### src/rtl/hilo_muldiv_unit_if.sv
// hilo_muldiv_unit_if: operand/result bundle between the execute stage and the HI/LO unit
interface hilo_muldiv_unit_if;
  logic        Start;
  logic [2:0]  Op;
  logic [31:0] A;
  logic [31:0] B;
  logic [31:0] ALULo;
  logic [31:0] ALUHi;
  logic [31:0] Hi;
  logic [31:0] Lo;
  logic        Busy;
  logic        Done;
  modport master (output Start, Op, A, B, ALULo, ALUHi, input Hi, Lo, Busy, Done);
  modport slave (input Start, Op, A, B, ALULo, ALUHi, output Hi, Lo, Busy, Done);
endinterface

### src/rtl/hilo_muldiv_unit.sv
// hilo_muldiv_unit: HI/LO pair with MULT/MT/MADD/MSUB writes and a 1-bit/cycle restoring divider; HILO_FORWARD_EN forwards same-cycle HI/LO writes
module hilo_muldiv_unit #(
  parameter int DIV_CYCLES = 32
) (
  input logic Clk,
  input logic Reset,
  hilo_muldiv_unit_if.slave bus
);
  typedef enum logic [1:0] {IDLE, DIV, FIXUP} state_t;
  state_t state, state_nxt;
  logic [31:0] hi_q, lo_q, hi_wr, lo_wr, a_q, dvs, quo, rem, mag_a, mag_b;
  logic [4:0] cnt;
  logic qneg, rneg, done_q, start_div;
  logic [32:0] shf, sub;
  logic [63:0] acc_add, acc_sub;
  assign start_div = state == IDLE && bus.Start && bus.Op[2:1] == 2'b10;
  assign mag_a = (!bus.Op[0] && bus.A[31]) ? -bus.A : bus.A;
  assign mag_b = (!bus.Op[0] && bus.B[31]) ? -bus.B : bus.B;
  assign shf = {rem, quo[31]};
  assign sub = shf - {1'b0, dvs};
  assign acc_add = {hi_q, lo_q} + {bus.ALUHi, bus.ALULo};
  assign acc_sub = {hi_q, lo_q} - {bus.ALUHi, bus.ALULo};
  // Value HI/LO take from an IDLE-state instruction; divides are handled by the datapath
  always_comb begin
    hi_wr = hi_q;
    lo_wr = lo_q;
    if (state == IDLE && bus.Start && !Reset)
      case (bus.Op)
        3'b001: {hi_wr, lo_wr} = {bus.ALUHi, bus.ALULo};
        3'b010: hi_wr = bus.A;
        3'b011: lo_wr = bus.A;
        3'b110: {hi_wr, lo_wr} = acc_add;
        3'b111: {hi_wr, lo_wr} = acc_sub;
        default: ;
      endcase
  end
  // Next state: IDLE -> DIV on a divide, DIV for DIV_CYCLES iterations, one FIXUP cycle
  always_comb begin
    state_nxt = state == IDLE ? (start_div ? DIV : IDLE)
              : state == DIV ? (cnt == 5'(DIV_CYCLES - 1) ? FIXUP : DIV)
              : IDLE;
  end
  // State register; reset aborts any divide in flight
  always_ff @(posedge Clk) begin
    state <= Reset ? IDLE : state_nxt;
  end
  // HI/LO registers and divider datapath
  always_ff @(posedge Clk) begin
    if (Reset) begin
      hi_q <= '0;
      lo_q <= '0;
      done_q <= 1'b0;
      cnt <= '0;
    end else begin
      done_q <= state == FIXUP;
      if (state == FIXUP) begin
        hi_q <= dvs == '0 ? a_q : (rneg ? -rem : rem);
        lo_q <= dvs == '0 ? '1 : (qneg ? -quo : quo);
      end else begin
        hi_q <= hi_wr;
        lo_q <= lo_wr;
      end
      if (start_div) begin
        a_q <= bus.A;
        dvs <= mag_b;
        quo <= mag_a;
        rem <= '0;
        cnt <= '0;
        qneg <= !bus.Op[0] && (bus.A[31] ^ bus.B[31]);
        rneg <= !bus.Op[0] && bus.A[31];
      end else if (state == DIV) begin
        rem <= sub[32] ? shf[31:0] : sub[31:0];
        quo <= {quo[30:0], !sub[32]};
        cnt <= cnt + 5'd1;
      end
    end
  end
  assign bus.Busy = state != IDLE;
  assign bus.Done = done_q;
`ifdef HILO_FORWARD_EN
  assign bus.Hi = hi_wr;
  assign bus.Lo = lo_wr;
`else
  assign bus.Hi = hi_q;
  assign bus.Lo = lo_q;
`endif
endmodule

### src/flat_wrapper.sv
// flat-port wrapper written by rule: the top's interface ports become plain ports
module hilo_muldiv_unit_flat 
#(
  parameter int DIV_CYCLES = 32
)
  (Clk, Reset, bus_Start, bus_Op, bus_A, bus_B, bus_ALULo, bus_ALUHi, bus_Hi, bus_Lo, bus_Busy, bus_Done);
  hilo_muldiv_unit_if bus_i ();
  input logic Clk;
  input logic Reset;
  input wire logic [$bits(bus_i.Start)-1:0] bus_Start;
  input wire logic [$bits(bus_i.Op)-1:0] bus_Op;
  input wire logic [$bits(bus_i.A)-1:0] bus_A;
  input wire logic [$bits(bus_i.B)-1:0] bus_B;
  input wire logic [$bits(bus_i.ALULo)-1:0] bus_ALULo;
  input wire logic [$bits(bus_i.ALUHi)-1:0] bus_ALUHi;
  output wire logic [$bits(bus_i.Hi)-1:0] bus_Hi;
  output wire logic [$bits(bus_i.Lo)-1:0] bus_Lo;
  output wire logic [$bits(bus_i.Busy)-1:0] bus_Busy;
  output wire logic [$bits(bus_i.Done)-1:0] bus_Done;
  assign bus_i.Start = bus_Start;
  assign bus_i.Op = bus_Op;
  assign bus_i.A = bus_A;
  assign bus_i.B = bus_B;
  assign bus_i.ALULo = bus_ALULo;
  assign bus_i.ALUHi = bus_ALUHi;
  assign bus_Hi = bus_i.Hi;
  assign bus_Lo = bus_i.Lo;
  assign bus_Busy = bus_i.Busy;
  assign bus_Done = bus_i.Done;
  hilo_muldiv_unit #(.DIV_CYCLES(DIV_CYCLES)) u_core (.Clk(Clk), .Reset(Reset), .bus(bus_i));
endmodule
### config.mk
export PLATFORM = sky130hd
export DESIGN_NAME = hilo_muldiv_unit_flat
export DESIGN_NICKNAME = d
export VERILOG_FILES = /design/src/rtl/hilo_muldiv_unit_if.sv /design/src/rtl/hilo_muldiv_unit.sv /design/src/flat_wrapper.sv
export SDC_FILE = /design/constraint.sdc
export NUM_CORES = 1
export LEC_CHECK = 0
export ABC_AREA = 1
export BUFFER_PORTS_ARGS = -buffer_cell sky130_fd_sc_hd__buf_4
export CAP_MARGIN = 40
export CORE_MARGIN = 2
export CORE_UTILIZATION = 35
export DETAILED_ROUTE_END_ITERATION = 8
export PLACE_DENSITY_LB_ADDON = 0.12
export SETUP_SLACK_MARGIN = 0.15
export SLEW_MARGIN = 10
export SYNTH_ARGS = -nofsm -noshare
export SYNTH_HDL_FRONTEND = slang
export SYNTH_SLANG_ARGS = --single-unit
### constraint.sdc
create_clock -name Clk -period 8 [get_ports Clk]
set_input_delay 0.4 -clock Clk [delete_from_list [all_inputs] [get_ports Clk]]
set_output_delay 0.4 -clock Clk [all_outputs]
set_load 0.01 [all_outputs]
Word level (Yosys, flattened, before mapping)
Index checks and enable logic that the tools add are counted.
{ "totals": {"register_bits": 202, "latchBits": 0, "ram_bits": 0, "mem_bits_ro": 0, "in_bits": 134, "output_inout_bits": 66, "word_cells": 71, "memories": 0} }
{ "op_classes": {"add_sub_neg": 8, "n_mul": 0, "div": 0, "n_lt_le_gt_ge": 0, "n_eq_ne": 9, "shift": 0, "mux": 20, "bitwise_logic": 2, "reduce_logical": 21} }
{ "ops": {"columns": ["op", "n"], "rows": [
  ["$mux 32", 14],
  ["$pmux 32 s4", 2],
  ["$neg 32->32", 4],
  ["$add 64x64->64", 1],
  ["$sub 64x64->64", 1],
  ["$sub 33x32->33", 1],
  ["$logic_not 32->1", 1],
  ["$reduce_bool 5->1", 2],
  ["$reduce_and 2->1", 4],
  ["$eq 3x2->1 const B", 2],
  ["$eq 3x3->1 const B", 2],
  ["$logic_and 1x1->1", 6],
  ["$mux 2", 3],
  ["$reduce_bool 2->1", 3],
  ["$add 5x1->5 const B", 1],
  ["$eq 5x5->1 const B", 1],
  ["$eq 2x2->1 const B", 2],
  ["$eq 3x1->1 const B", 1],
  ["$logic_not 1->1", 3],
  ["$eq 2x1->1 const B", 1],
  ["$logic_not 2->1", 1],
  ["$reduce_or 2->1", 1],
  ["$mux 1", 1],
  ["$not 1->1", 1],
  ["$xor 1x1->1", 1]
]} }

Logic depth before layout (Yosys ltp)
{ "logic_depth": {"depth_word": 5, "ltp_mapped": 20, "depth_no_buf": 19} }

Worst setup path before layout
No wires, ideal clock.
{ "synth_timing": {"kind": "input to register", "start": "in bus_Start", "end": "reg u_core.quo[0], enable pin", "setup_ns": 0.575, "t_arrival_ns": 5.929, "required_ns": 7.425, "setup_slack_ns": 1.497, "cell_stages": 6, "n_path_buf": 2, "path_cell_list": "nand3_1 > nor3_1 > inv_1 > clkbuf_1 > clkbuf_1 > o21ai_0"} }
{ "synth_between": {"elab_chain_cells": 4} }
{ "synth_rtl": {"columns": ["element", "line_no", "rtl"], "rows": [
  ["start: declaration", "flat_wrapper.sv:10", "input wire logic [$bits(bus_i.Start)-1:0] bus_Start;"],
  ["$logic_and 1x1->1 (2 in series)", "hilo_muldiv_unit.sv:16", "assign start_div = state == IDLE && bus.Start && bus.Op[2:1] == 2'b10;"],
  ["$reduce_bool 2->1 (no line)", null, null],
  ["$reduce_and 2->1 (no line)", null, null],
  ["end signal: assignment", "hilo_muldiv_unit.sv:66", "quo <= mag_a;"],
  ["end signal: assignment", "hilo_muldiv_unit.sv:73", "quo <= {quo[30:0], !sub[32]};"],
  ["end: declaration", "hilo_muldiv_unit.sv:11", "logic [31:0] hi_q, lo_q, hi_wr, lo_wr, a_q, dvs, quo, rem, mag_a, mag_b;"]
]} }
No other way between the ends.
A chain may end at the register's enable or synchronous reset.

Worst setup path after layout
{ "layout_timing": {"start": "reg u_core.lo_q[1] (netlist: u_core.bus.Lo[1])", "end": "reg u_core.hi_q[28] (netlist: u_core.bus.Hi[28])"} }
{ "layout_between": {"elab_chain_cells": 4, "elab_cells_between_ends": 5, "cone_classes": "add/sub: 2; mux: 3"} }
{ "layout_rtl": {"columns": ["element", "line_no", "rtl"], "rows": [
  ["start: declaration", "hilo_muldiv_unit.sv:11", null],
  ["start signal: assignment", "hilo_muldiv_unit.sv:58", "lo_q <= dvs == '0 ? '1 : (qneg ? -quo : quo);"],
  ["start signal: assignment", "hilo_muldiv_unit.sv:61", "lo_q <= lo_wr;"],
  ["$sub 64x64->64 or $add 64x64->64 (tied branches)", "hilo_muldiv_unit.sv:22, hilo_muldiv_unit.sv:21", null],
  ["$pmux 32 s4 (*)", "hilo_muldiv_unit.sv:28", "case (bus.Op)"],
  ["$mux 32 (*)", "hilo_muldiv_unit.sv:27", "if (state == IDLE && bus.Start && !Reset)"],
  ["$mux 32 (*)", "hilo_muldiv_unit.sv:56", "if (state == FIXUP) begin"],
  ["end signal: assignment", "hilo_muldiv_unit.sv:57", "hi_q <= dvs == '0 ? a_q : (rneg ? -rem : rem);"],
  ["end signal: assignment", "hilo_muldiv_unit.sv:60", "hi_q <= hi_wr;"],
  ["end: declaration", "hilo_muldiv_unit.sv:11", null]
]} }
Every way passes the cells marked *; elsewhere a longest branch is shown, timed or not. The select of a mux whose other input is x is not followed.

==> results.md <==
Synthesis
• post-synthesis xor/xnor area fraction: 3.82%
• top-area cell type share of the netlist area: 21.7%
• combinational family with the most area after synthesis: simple AND/OR/NAND/NOR gates
• synthesized instance count: 4819
• number of enable flip-flop cells after synthesis: 130
• multiplexer share of the synthesized area: 0%
• part of the Yosys area used for sequential elements: 19.9%
• flops & latches, synth: 202
• synthesized area per cell: 5.56 sq um
• number of nets produced by synthesis: 5121
• Mapped Area: 26800 sq um
• Yosys warning total: 0
• dominant cell type by area after synthesis: sky130_fd_sc_hd__nand2_1
• fraction of synthesis flops using an asynchronous set or reset pin: 0%
• Synth Area in Adders: 7.93%
• simple logic cell fraction of the synthesized area: 40.2%
• post-synthesis compound-gate area fraction: 13.2%
• top flip-flop cell by instance count after synthesis: sky130_fd_sc_hd__edfxtp_1
• cell types with the largest area share after synthesis: sky130_fd_sc_hd__nand2_1 22%, sky130_fd_sc_hd__edfxtp_1 15%, sky130_fd_sc_hd__inv_1 12%
• number of library cell types mapped by synthesis: 53

GRT
• initial antenna violation count: 4
• pin count of the biggest net entering global routing: 67
• wire length of the first global-routing pass: 184000 um
• via count of the first global-routing pass: 28400
• leftover overflow at the end of global routing: 0
• total routing resource utilization after global routing: 31.9%

Finish
• fraction of final layout cells sized beyond drive strength 1: 6.05%
• most frequent cells in the layout: 1549 x sky130_fd_sc_hd__nand2_1, 884 x sky130_fd_sc_hd__inv_1, 531 x sky130_fd_sc_hd__nor2_1
• Finished Core Util: 39.4%
• Layout Cell Area excl Fill: 29900 sq um
• Filler cells: 8637
• most common cell after layout, fill and taps aside: sky130_fd_sc_hd__nand2_1
• synthesis-to-layout area growth: 11.4%
• number of nets in the finished design: 5225

Hold path
• hold-critical path depth: 1
• worst hold path startpoint: bus_B[0]
• worst min-delay path class: input port to flip-flop

Clock network
• clock tree from TritonCTS: built
• number of buffers on the longest clock path: 3
• Resized Gates After CTS: 0
• cell at the root of the clock tree: sky130_fd_sc_hd__clkbuf_16
• number of setup buffers added after CTS: 0
• H-tree lvl count: 1
• # clock sinks: 202
• Clock Latency Late Sink: 540 ps
• clock transition at the registers of the reported paths: 60 ps
• hold-fix buffers at CTS: 0
• CTS buffer count: 22

STA
• number of failing hold endpoints at the final stage: 0
• count of pins over their slew limit: 0
• hold slack final: 78.3 ps
• Setup TNS Final: 0 ps
• final setup fails: 0
• slew of the pin with the lowest slew margin: 951 ps
• Max Clock Skew: 16.4 ps
• worst max-slew margin expressed relative to the limit: 36.6%
• time the final worst path needs with I/O delays and setup: 3270 ps
• Final WS setup: 4730 ps
• maximum clock frequency: 306 MHz
• RSZ-0062 raised after global routing: no
• crit share post-route: 40.9%

Critical path
• kind of end point of the critical path: flip-flop
• critical path required time: 8420 ps
• Top delay family on crit path: simple AND/OR/NAND/NOR gates
• Worst R2R Start: u_core.bus.Lo[1]
• sort of element at the start of the critical path: flip-flop
• logic depth of the worst setup path including buffers: 16
• CP Cell Sequence: inv_1 > fa_1 > nor2_1 > nand2_1 > nand3_1 > nand2_1 > nand3_1 > nand2_1 > nand3_1 > nand2_1 > nand2_1 > nand2_1 > nand3_1 > nand3_1 > nand2_1 > a21oi_1
• arrival time at the worst endpoint: 3690 ps
• number of cell instances on the worst register-to-register path: 16
• crit-path max FO: 5
• critical path buffer and inverter count: 1
• highest cell delay on the worst timing path: 480 ps
• first element of the critical path: u_core.bus.Lo[1]
• crit path max-delay cell type: sky130_fd_sc_hd__fa_1
• Worst Path Class, Setup: flip-flop to flip-flop
• most repeated library cell on the critical path: sky130_fd_sc_hd__nand2_1

Routing
• DRC violations left: 0
• Antenna Nets Post-Route: 0
• Wirelength per Cell: 21.8 um
• initial drt markers: 2869
• total number of vias: 30800
• Vias per Instance: 5.20
• Routed Wire Length: 129000 um
• router iterations before antenna repair: 8

Placement
• DP Wirelength: 107000 um
• number of port buffers: 199
• Placement Setup Slack: 4530 ps
• Final GP Congestion: 1.01
• cell area reported after detailed placement: 29100 sq um

Flow run
• Max-cap violations: 0

Power
• P per Cell Area: 120 nW/um^2
• worst vdd rail ir drop: 0.168 mV
• leakage power summed over all cells: 15.9 nW

Outcome
• result of the run: finished clean

Die
• height of the die: 281 um
• Die X-Extent: 281 um
• count of boundary I/O pins: 200
• cell row count: 101
• initial cell density of the core: 35.4%
• placeable core area: 75800 sq um
• Die Footprint: 78800 sq um

-- metrics by stage --
step           cells  power (W)
2_1_floorplan   4819    0.00200
3_5_place_dp    5877    0.00251
6_report        5920    0.00358
4_1_cts         5917    0.00356
5_1_grt         5917    0.00375
3_3_place_gp    5873    0.00251
-- power breakdown --
group / switching, W / internal, W
clock network: 0.000456 / 0.000591
logic: 0.000918 / 0.000387
registers: 0.0000619 / 0.00116
-- final timing paths --
path                        to  slack [ps]
max          u_core.bus.Hi[28]        4730
min              u_core.dvs[0]          80
min reg2reg      u_core.cnt[4]         470
max reg2reg  u_core.bus.Hi[28]        4730
-- state kept, by name (all words and copies together) (netlist names) --
signal and count:
u_core.qneg 1, u_core.a_q 32, u_core.quo 32, u_core.rem 32, u_core.bus.Done 1, u_core.dvs 32
u_core.rneg 1, u_core.bus.Lo 32, u_core.bus.Hi 32, u_core.cnt 5, u_core.state 2
-- worst register-to-register path: cells and delay by family (launching register included) --
family	cells	cell delay (ps)
AO/OA/AOI/OAI	1	90
buffers and inverters	1	150
flip-flops	1	450
AND/OR/NAND/NOR	13	1980
adder cells (fa/ha/maj)	1	480
-- cells by family (layout without fill, tap and decap cells) --
group,Yosys count,count (layout)
other,0,3
AO/OA/AOI/OAI,669,669
adder cells (fa/ha/maj),168,168
flip-flops,202,202
buffers and inverters,1031,1151
XOR/XNOR,117,117
AND/OR/NAND/NOR,2632,2632
-- cells in the mapped netlist (6+ instances only) --
library cell / count
sky130_fd_sc_hd__o2111ai_1: 6
sky130_fd_sc_hd__xor2_1: 83
sky130_fd_sc_hd__and2_1: 7
sky130_fd_sc_hd__o21ai_0: 230
sky130_fd_sc_hd__nand3b_1: 11
sky130_fd_sc_hd__nand2_1: 1549
sky130_fd_sc_hd__nor3_1: 52
sky130_fd_sc_hd__o21bai_1: 14
sky130_fd_sc_hd__a21oi_1: 353
sky130_fd_sc_hd__inv_1: 885
sky130_fd_sc_hd__o211ai_1: 15
sky130_fd_sc_hd__edfxtp_1: 130
sky130_fd_sc_hd__dfxtp_1: 72
sky130_fd_sc_hd__buf_2: 56
sky130_fd_sc_hd__clkbuf_2: 8
sky130_fd_sc_hd__nor4_1: 21
sky130_fd_sc_hd__o22ai_1: 7
sky130_fd_sc_hd__ha_1: 165
sky130_fd_sc_hd__a31oi_1: 12
sky130_fd_sc_hd__nand4_1: 59
sky130_fd_sc_hd__nor2_2: 6
sky130_fd_sc_hd__nand3_1: 369
sky130_fd_sc_hd__or2_2: 6
sky130_fd_sc_hd__o21ai_1: 7
sky130_fd_sc_hd__clkbuf_1: 68
sky130_fd_sc_hd__nor2_1: 535
sky130_fd_sc_hd__xnor2_1: 34
-- per-layer routing --
metal	vias to the layer above	track usage (%)	part of all wire, %
met5	-	0	0.0093
met2	1120	50.0	43
met1	14100	44.2	45
met3	172	4.91	7.9
li1	15400	-	-
met4	2	11.8	3.9
-- area by class of cell --
| cell class | instances | area [sq um] | share of cell area (%) |
|---|---|---|---|
| inverter | 891 | 3340 | 11.2 |
| clock inverter | 14 | 129 | 0.431 |
| tap | 978 | 1220 | 4.10 |
| multi-input combinational | 3586 | 17500 | 58.7 |
| antenna | 3 | 7.51 | 0.0251 |
| sequential | 202 | 5350 | 17.9 |
| timing repair buffer | 220 | 1700 | 5.69 |
| clock buffer | 26 | 587 | 1.96 |
Note: power is estimated with default switching activity, not from simulation.
